File: src/rtl/lsu_pkg.sv
// rtl/lsu_pkg.sv - shared funct3 codes, FSM states and lane helpers for the LSU
package lsu_pkg;

  localparam logic [2:0] F3_B  = 3'b000;
  localparam logic [2:0] F3_H  = 3'b001;
  localparam logic [2:0] F3_W  = 3'b010;
  localparam logic [2:0] F3_BU = 3'b100;
  localparam logic [2:0] F3_HU = 3'b101;

  typedef enum logic [2:0] {
    S_IDLE,
    S_ERR,
    S_LD_RD,
    S_LD_CAP,
    S_RMW_RD,
    S_RMW_MRG,
    S_ST_WR,
    S_RESP
  } state_t;

  localparam logic [31:0] BYTE_MASK = 32'h0000_00FF;
  localparam logic [31:0] HALF_MASK = 32'h0000_FFFF;

  // Bit offset of a little-endian byte lane within the word
  function automatic logic [4:0] lane_shift(input logic [1:0] lane);
    return {lane, 3'b000};
  endfunction

endpackage

File: src/rtl/lsu_align.sv
// rtl/lsu_align.sv - lane extract/extend for loads and byte/half merge for stores
module lsu_align
  import lsu_pkg::*;
(
  input  logic [2:0]  i_funct3,
  input  logic [1:0]  i_lane,
  input  logic [31:0] i_rword,
  input  logic [31:0] i_wdata,
  output logic [31:0] o_ldata,
  output logic [31:0] o_merged
);

  logic [31:0] w_shifted;
  logic [31:0] w_mask;

  // Addressed lane moved down to bit 0; alignment was already checked upstream
  assign w_shifted = i_rword >> lane_shift(i_lane);

  // Load extension by width and signedness
  always_comb begin
    o_ldata = w_shifted;
    case (i_funct3)
      F3_B:    o_ldata = {{24{w_shifted[7]}}, w_shifted[7:0]};
      F3_H:    o_ldata = {{16{w_shifted[15]}}, w_shifted[15:0]};
      F3_BU:   o_ldata = w_shifted & BYTE_MASK;
      F3_HU:   o_ldata = w_shifted & HALF_MASK;
      default: o_ldata = w_shifted;
    endcase
  end

  // Store merge: replace only the addressed byte or half of the old word
  assign w_mask   = ((i_funct3 == F3_H) ? HALF_MASK : BYTE_MASK) << lane_shift(i_lane);
  assign o_merged = (i_rword & ~w_mask) | ((i_wdata << lane_shift(i_lane)) & w_mask);

endmodule

File: src/rtl/lsu_mem_ctrl.sv
// rtl/lsu_mem_ctrl.sv - single-outstanding RV32 load/store controller over a word memory
module lsu_mem_ctrl
  import lsu_pkg::*;
#(
  parameter int N = 10,
  parameter int M = 32
) (
  input  logic          i_clk,
  input  logic          i_rst_n,
  input  logic          i_req_valid,
  output logic          o_req_ready,
  input  logic          i_req_we,
  input  logic [2:0]    i_req_funct3,
  input  logic [31:0]   i_req_addr,
  input  logic [31:0]   i_req_wdata,
  output logic          o_rsp_valid,
  output logic [31:0]   o_rsp_rdata,
  output logic          o_rsp_err,
  output logic          o_mem_we,
  output logic [N-1:0]  o_mem_a,
  output logic [31:0]   o_mem_wd,
  input  logic [31:0]   i_mem_rd
);

  if (M != 32) begin : g_bad_width
    $error("lsu_mem_ctrl supports only M == 32");
  end

  state_t        r_state;
  logic [N+1:0]  r_addr;
  logic [31:0]   r_wdata;
  logic [31:0]   r_wd;
  logic [31:0]   r_rdata;
  logic [2:0]    r_funct3;
  logic          r_we;
  logic          r_err;

  logic          w_accept;
  logic          w_misaligned;
  logic          w_illegal;
  logic [31:0]   w_ldata;
  logic [31:0]   w_merged;
  logic          w_unused_addr;

  // Upper address bits wrap around the 2^N-word memory
  assign w_unused_addr = ^i_req_addr[31:N+2];

  assign w_accept = i_req_valid && (r_state == S_IDLE);

  // Request legality, judged on the incoming request at acceptance
  always_comb begin
    w_misaligned = 1'b0;
    w_illegal    = 1'b0;
    case (i_req_funct3)
      F3_H, F3_HU: w_misaligned = i_req_addr[0];
      F3_W:        w_misaligned = (i_req_addr[1:0] != 2'b00);
      default:     w_misaligned = 1'b0;
    endcase
    if (i_req_funct3 == 3'b011 || i_req_funct3 == 3'b110 || i_req_funct3 == 3'b111)
      w_illegal = 1'b1;
    if (i_req_we && !(i_req_funct3 == F3_B || i_req_funct3 == F3_H || i_req_funct3 == F3_W))
      w_illegal = 1'b1;
  end

  lsu_align u_align (
    .i_funct3 (r_funct3),
    .i_lane   (r_addr[1:0]),
    .i_rword  (i_mem_rd),
    .i_wdata  (r_wdata),
    .o_ldata  (w_ldata),
    .o_merged (w_merged)
  );

  // Request sequencing: accept, access memory, then pulse one response
  always_ff @(posedge i_clk or negedge i_rst_n) begin
    if (!i_rst_n) begin
      r_state  <= S_IDLE;
      r_addr   <= '0;
      r_wdata  <= '0;
      r_wd     <= '0;
      r_rdata  <= '0;
      r_funct3 <= '0;
      r_we     <= 1'b0;
      r_err    <= 1'b0;
    end else begin
      case (r_state)
        S_IDLE: begin
          if (w_accept) begin
            r_addr   <= i_req_addr[N+1:0];
            r_wdata  <= i_req_wdata;
            r_funct3 <= i_req_funct3;
            r_we     <= i_req_we;
            if (w_misaligned || w_illegal) begin
              r_state <= S_ERR;
            end else if (!i_req_we) begin
              r_state <= S_LD_RD;
            end else if (i_req_funct3 == F3_W) begin
              r_wd    <= i_req_wdata;
              r_state <= S_ST_WR;
            end else begin
              r_state <= S_RMW_RD;
            end
          end
        end
        S_ERR: begin
          r_rdata <= '0;
          r_err   <= 1'b1;
          r_state <= S_RESP;
        end
        S_LD_RD:  r_state <= S_LD_CAP;
        S_LD_CAP: begin
          r_rdata <= w_ldata;
          r_err   <= 1'b0;
          r_state <= S_RESP;
        end
        S_RMW_RD: r_state <= S_RMW_MRG;
        S_RMW_MRG: begin
          r_wd    <= w_merged;
          r_state <= S_ST_WR;
        end
        S_ST_WR: begin
          r_rdata <= '0;
          r_err   <= 1'b0;
          r_state <= S_RESP;
        end
        S_RESP:   r_state <= S_IDLE;
        default:  r_state <= S_IDLE;
      endcase
    end
  end

  assign o_req_ready = (r_state == S_IDLE);
  assign o_rsp_valid = (r_state == S_RESP);
  assign o_rsp_rdata = r_rdata;
  assign o_rsp_err   = r_err;
  assign o_mem_we    = (r_state == S_ST_WR) && r_we;
  assign o_mem_a     = r_addr[N+1:2];
  assign o_mem_wd    = o_mem_we ? r_wd : 32'h0;

endmodule

File: config.mk
export PLATFORM = sky130hd
export DESIGN_NAME = lsu_mem_ctrl
export DESIGN_NICKNAME = d
export VERILOG_FILES = /design/src/rtl/lsu_pkg.sv /design/src/rtl/lsu_align.sv /design/src/rtl/lsu_mem_ctrl.sv
export SDC_FILE = /design/constraint.sdc
export NUM_CORES = 1
export LEC_CHECK = 0
export CORE_ASPECT_RATIO = 0.9
export CORE_MARGIN = 3
export CORE_UTILIZATION = 42
export DETAILED_ROUTE_END_ITERATION = 12
export PLACE_DENSITY = 0.73
export SYNTH_ARGS = -nofsm -noshare
export SYNTH_HDL_FRONTEND = slang
export SYNTH_SLANG_ARGS = --single-unit
File: constraint.sdc
create_clock -name i_clk -period 2.35 [get_ports i_clk]
set_input_delay 0.3525 -clock i_clk [delete_from_list [all_inputs] [get_ports i_clk]]
set_output_delay 0.3525 -clock i_clk [all_outputs]
set_load 0.02 [all_outputs]
==> reports/results.txt, run 1 <==
status = completed
setup TNS = 0 ns
synthesized area per cell = 10.9 µm²
gr ovfl total = 0
worst setup margin = 0.131 ns
All-Layer GR Usage = 23.2%
largest net degree at the start of global routing = 55
worst endpoint required time = 2.00 ns
met3 wire len = 1330 µm
GP Congestion = 0.928
Worst-Margin Slew = 0.790 ns
Final Cycle Share = 94.4%
vias per cell = 5.77
CP Capture Type = primary output
CP Class = flop to primary output
Tot Pwr = 10100 µW
fin area = 0.00786 mm²
commonest non-fill, non-tap cell in the layout = clkdlybuf4s50_1
Synth Net Count = 630
DR top layer = met4
Post-Route WL = 17200 µm
FF+latch count, synth = 100
largest family of logic cells by synthesized area = multiplexers
worst path cell trace = nor2b_2 > and3_1 > buf_12 > and2_1 > dlygate4sd2_1
Simple-Gate Fraction of Synth Area = 13.4%
Sw Share = 38.6%
adder-cell share of the synthesized area = 0%
Post-synth ARST share = 100%
most frequent cells in the layout = clkdlybuf4s50_1, dfrtp_1, mux2_2
Die Y = 117 µm
FMAX = 0.451 GHz
setup violators final = 0
Syn-to-layout area delta = 37.1%
net switching power = 3880 µW
Post-DP Area = 0.00755 mm²
Root Buffer = clkbuf_16
RSZ-0062 raised after global routing = no
max_slew headroom = 47.2%
first-pass GRT wire length = 26800 µm
crit start category = flop
layout cells sized above 1 = 22.1%
VDD IR max = 0.702 mV
vias in the first global route = 5043
Seq/Total Area, Yosys = 43.7%
critical path's slowest cell = dfrtp_1
routed metal-1 wire length = 7450 µm
skew final = 0.00610 ns
CTS Buf Count = 9
combinational power share = 52.2%
ys flop type = dfrtp_1
area fraction in compound gates after synthesis = 14.4%
reg2reg path depth = 4
Clock Power Share = 16.4%
P_int = 6190 µW
delay-heaviest family, CP = simple AND/OR/NAND/NOR gates
# DRC = 0
die width = 129 µm
initial antenna violation count = 0
DR WL met2 = 7980 µm
Power Density = 1280 mW/mm²
Max H-tree Level = 3
DIE AREA = 0.0151 mm²
XOR/XNOR Fraction of Synth Area = 0.153%
crit path DAT = 1.87 ns
HPWL after DPL = 13000 µm
io pins = 181
multiplexer area fraction after synthesis = 21.9%
DRT iter0 DRCs = 290
Final Hold Violating Endpoints = 0
critical path depth in cells = 5
Synth cell types = 42
TritonCTS clock tree = built
post-DR wirelength/cell = 20.3 µm
worst path bufs/invs = 2
PortBufs = 160
Initial Util = 44.0%
Mapped Area = 0.00573 mm²
Routed Antenna Nets = 0
core footprint = 0.0130 mm²
max_cap viols = 0
clock latency at the later pin of the worst-skew pair = 0.34 ns
via count = 4873
clk buf depth = 2
Final #Nets = 778
Seq pwr share = 31.5%
synth warn = 0
Tmin final = 2.22 ns
Worst-path clk slew = 0.07 ns
Slew Viols, Final = 0
Mapped Cells = 527
# Post-CTS Setup Buffers = 0
Sink Count = 100
Place WS = -0.141 ns
Pleak = 0.00352 µW
crit-path max FO = 33
max incr delay on CP = 0.39 ns
row count = 39
router iterations before antenna repair = 5
number of flops mapped to enable cells by yosys = 0
final hold slack = 0.445 ns
antenna cells = 0
HP Class = input pin to asynchronous set/reset pin
timing repair:
item / 4_1_cts / 5_1_grt
hold buffers: 1 / 0
pin swaps: 0 / 0
endpoints found under the hold margin: 21 / 0
resized for setup: 34 / 1
endpoints found under the setup margin: 34 / 1
worst reg2reg max path, delay by kind of cell (launching register included):
family             cells  cell delay [ns]
muxes                  1             0.28
and+or+nand+nor        2             0.77
DFF                    1             0.60
AOI/OAI and AO/OA      1             0.42
Yosys cell counts (2+ instances only):
cell	number	area [µm²]
mux2_2	70	788
a221o_2	9	101
a221o_1	23	230
o2bb2ai_1	8	70.1
mux4_2	2	45.0
a22o_1	8	70.1
nand2b_1	2	12.5
buf_6	2	22.5
a21oi_1	10	50.1
and2_1	36	225
o21ai_0	26	130
buf_1	4	15.0
inv_1	18	67.6
nor2b_1	5	31.3
a311oi_1	2	17.5
a2111oi_0	8	70.1
and3_1	3	18.8
dfrtp_1	100	2500
mux2i_1	42	420
nand3b_1	2	15.0
clkbuf_1	23	86.3
nor4_1	17	106
nor2_1	19	71.3
or3b_2	9	78.8
a211oi_1	8	60.1
nand2_1	27	101
buf_2	17	85.1
buf_4	13	97.6
routing by layer:
layer,global-route usage [%],vias up
met5,0,-
met2,37.2,219
met1,31.6,2397
met4,6.44,0
met3,5.81,33
li1,-,2224
power groups by stage:
stage	Combinational [µW]	Sequential (µW)	Clock (µW)
after global placement	5150	3130	0
after floorplan	3410	3140	0
final	5250	3170	1650
after detailed placement	5290	3180	0
after CTS	5270	3160	1670
after global routing	5680	3280	1750
metrics by stage:
step,utilization [%],std cells
floorplan,-,527
global placement,57.9,827
detailed placement,57.9,827
CTS,60.3,844
global route,60.3,844
finish,60.3,844
path summary, 6_finish.rpt:
check / from / to / slack, ns
min in group i_clk: o_rsp_rdata[12] / o_rsp_rdata[12] / 0.48
min: i_rst_n / r_wd[28] / 0.44
max reg2reg: r_addr[0] / r_wd[31] / 0.18
min reg2reg: o_rsp_rdata[12] / o_rsp_rdata[12] / 0.48
max: r_state[0] / o_mem_wd[13] / 0.13
max in group asynchronous: i_rst_n / r_addr[0] / 1.26
registers in the layout (all words and copies together), names as in the netlist:
name,flops
o_rsp_err,1
o_rsp_rdata,32
r_addr,12
r_funct3,3
r_state,3
r_wd,32
r_wdata,16
r_we,1
cell type report:
type / instances / area (µm²)
Inverter: 18 / 67.6
Clock inverter: 4 / 70.1
Fill cell: 1088 / 5170
Clock buffer: 12 / 267
Timing Repair Buffer: 196 / 1880
Sequential cell: 100 / 2500
Multi-Input combinational cell: 350 / 2860
Tap cell: 164 / 205
logic make-up after synthesis:
group           Yosys count
mux                     114
compound gates          105
xor+xnor                  1
simple gates            130
buf+inv                  77
flops                   100
Power figures use the tool's default switching activity.
==> inputs of run 2 (changes only) <==
--- a/config.mk
+++ b/config.mk
@@ -5,11 +5,12 @@
 export SDC_FILE = /design/constraint.sdc
 export NUM_CORES = 1
 export LEC_CHECK = 0
+export ABC_AREA = 1
 export CORE_ASPECT_RATIO = 0.9
 export CORE_MARGIN = 3
 export CORE_UTILIZATION = 42
 export DETAILED_ROUTE_END_ITERATION = 12
-export PLACE_DENSITY = 0.73
+export PLACE_DENSITY = 0.72
 export SYNTH_ARGS = -nofsm -noshare
 export SYNTH_HDL_FRONTEND = slang
 export SYNTH_SLANG_ARGS = --single-unit
==> run 2 against run 1 <==
Final cell count is 48% higher; register-to-register slack better by 0.24 ns; combinational power is 6.9% higher; global-route usage is 0.48 points higher; synthesized cell count is 73% higher; sequential share of layout area is 0.53 points higher; critical path depth is 1 lower; hold slack worse by 0.026 ns; critical path type unchanged; largest cell class unchanged.
==> reports/results.txt, run 2 <==
vias per cell = 5.06 (-12%)
worst path cell trace = inv_2 > nand3_4 > inv_2 > clkdlybuf4s50_1
Syn-to-layout area delta = 29.8%
Worst-Margin Slew = 0.507 ns (-0.283 ns)
most frequent cells in the layout = nand2_1, clkdlybuf4s50_1, dfrtp_1
final hold slack = 0.418 ns (-0.0264 ns)
Clock Power Share = 14.3% (-2.1 points)
worst endpoint required time = 2.00 ns (about the same)
Crit path top cell by count = inv_2
Power Density = 1230 mW/mm² (-4.3%)
PortBufs = 160 (unchanged)
FILL cells = 1440 (+32%)
Tot Pwr = 10200 µW (+1.7%)
setup TNS = 0 ns (unchanged)
crit path DAT = 1.81 ns (-0.06 ns)
initial antenna violation count = 0 (unchanged)
# DRC = 0 (unchanged)
VDD IR max = 0.697 mV (-0.66%)
max_cap viols = 0 (unchanged)
Sink Count = 108 (+8.0%)
FF+latch count, synth = 108 (+8.0%)
Die Y = 123 µm (+5.6%)
Mapped Cells = 913 (+73%)
via count = 6295 (+29%)
CP Capture Type = primary output
Synth Net Count = 1016 (+61%)
status = completed
net switching power = 4800 µW (+23%)
vias in the first global route = 5785 (+15%)
synthesized area per cell = 7.04 µm² (-35%)
max_slew headroom = 66.1% (+19 points)
Mapped Area = 0.00643 mm² (+12%)
Root Buffer = clkbuf_16
Slew Viols, Final = 0 (unchanged)
Final #Nets = 1145 (+47%)
TritonCTS clock tree = built
combinational power share = 54.8% (+2.6 points)
FMAX = 0.462 GHz (+2.6%)
die width = 136 µm (+5.6%)
CP Class = flop to primary output
# Post-CTS Setup Buffers = 0 (unchanged)
# placed instances = 1228 (+48%)
GP Congestion = 0.911 (-1.8%)
Sw Share = 46.8% (+8.3 points)
Post-Route WL = 19400 µm (+13%)
synth warn = 0 (unchanged)
crit start category = flop
largest net degree at the start of global routing = 89 (+62%)
Post-synth ARST share = 100% (unchanged)
number of flops mapped to enable cells by yosys = 0 (unchanged)
Initial Util = 43.2% (-0.77 points)
row count = 42 (+7.7%)
CTS Buf Count = 9 (unchanged)
gr ovfl total = 0 (unchanged)
layout cells sized above 1 = 7.64% (-14 points)
worst reg2reg path startpoint = r_state[1]
router iterations before antenna repair = 5 (unchanged)
Max H-tree Level = 3 (unchanged)
HPWL after DPL = 14700 µm (+13%)
Synth area leader = dfrtp_1
skew final = 0.0132 ns (+0.00709 ns)
P_int = 5440 µW (-12%)
top post-synthesis cells by area = dfrtp_1, nand2_1, nand3_1
clk buf depth = 2 (unchanged)
Final Cycle Share = 92.0% (-2.4 points)
Seq/Total Area, Yosys = 42.0% (-1.6 points)
core footprint = 0.0149 mm² (+14%)
Commonest cells post-synth = nand2_1, dfrtp_1, nand3_1
max incr delay on CP = 0.61 ns (+0.22 ns)
setup violators final = 0 (unchanged)
commonest non-fill, non-tap cell in the layout = nand2_1
DRT iter0 DRCs = 564 (+94%)
post-DR wirelength/cell = 15.6 µm (-23%)
share of the synthesized area in the top cell type = 42.0% (-1.6 points)
Routed Antenna Nets = 0 (unchanged)
antenna cells = 0 (unchanged)
RSZ-0062 raised after global routing = no
Synth cell types = 34 (-19%)
Final Hold Violating Endpoints = 0 (unchanged)
first-pass GRT wire length = 30900 µm (+15%)
All-Layer GR Usage = 23.7% (+0.48 points)
critical path's slowest cell = clkdlybuf4s50_1
ys flop type = dfrtp_1
Seq pwr share = 30.9% (-0.6 points)
DIE AREA = 0.0168 mm² (+12%)
top-count cell post-synth = nand2_1
clock latency at the later pin of the worst-skew pair = 0.37 ns (+0.03 ns)
Worst-path clk slew = 0.07 ns (about the same)
crit-path max FO = 6 (-82%)
Pleak = 0.00439 µW (+25%)
HP Class = input pin to asynchronous set/reset pin
Tmin final = 2.16 ns (-0.0557 ns)
io pins = 181 (unchanged)
crit path launch = r_state[0]
final cell count without fillers = 1245 (+48%)
## run 2: stage by stage
stage / area, µm² / worst slack, ns / util (%)
6_report: 8340 / 0.187 / 56.1
5_1_grt: 8340 / 0.0509 / 56.1
3_3_place_gp: 8100 / 0.250 / 54.5
3_5_place_dp: 8100 / 0.170 / 54.5
2_1_floorplan: 6430 / 0.728 / -
4_1_cts: 8340 / 0.181 / 56.1
## run 2: cell families (layout without fill, tap and decap cells)
kind of cell | after synthesis | count (layout) | share of synthesized area [%]
mux | 20 | 20 | 3.50
simple gates | 503 | 503 | 32.8
flops | 108 | 108 | 42.0
compound gates | 116 | 116 | 10.0
buf+inv | 166 | 300 | 11.7
## run 2: what timing repair did
action	4_1_cts	5_1_grt
hold buffers	1	0
resized for setup	33	0
endpoints found under the hold margin	20	0
setup endpoints to repair	33	0
## run 2: area by class of cell
cell class / instances / area [µm²] / share of cell area (%)
inverters: 104 / 393 / 4.71
well taps: 198 / 248 / 2.97
clock buffers: 9 / 225 / 2.70
flip-flops and latches: 108 / 2700 / 32.4
clock inverters: 7 / 50.0 / 0.600
repair buffers: 180 / 1750 / 21.0
multi-input cells: 639 / 2980 / 35.7
## run 2: worst max-delay path, delay by kind of cell (launching register included)
| family | cells | cell delay [ns] |
|---|---|---|
| AND/OR/NAND/NOR | 1 | 0.12 |
| flip-flops | 1 | 0.45 |
| buffers and inverters | 3 | 0.89 |
## run 2: routing by layer
| layer | vias to the layer above | wire [µm] | track usage (%) |
|---|---|---|---|
| met2 | 240 | 8710 | 36.8 |
| met3 | 14 | 1710 | 5.57 |
| li1 | 3128 | - | - |
| met4 | 0 | 191 | 4.79 |
| met1 | 2913 | 8770 | 33.9 |
| met5 | - | 0 | 0 |
## run 2: power groups by stage
stage / logic [µW] / registers [µW] / clock network, µW
after floorplan: 3880 / 3230 / 0
after global placement: 5550 / 3170 / 0
after detailed placement: 5620 / 3180 / 0
after CTS: 5610 / 3160 / 1500
after global routing: 6290 / 3270 / 1560
final: 5610 / 3160 / 1470
## run 2: path summary, 6_finish.rpt
check	end	slack, ns	cells past startpoint
max in group asynchronous	o_rsp_rdata[29]	1.16	3
max reg2reg	r_wd[14]	0.42	9
min in group i_clk	r_wd[15]	0.47	2
max	o_req_ready	0.19	4
min	r_wd[8]	0.42	2
min reg2reg	r_wd[15]	0.47	2
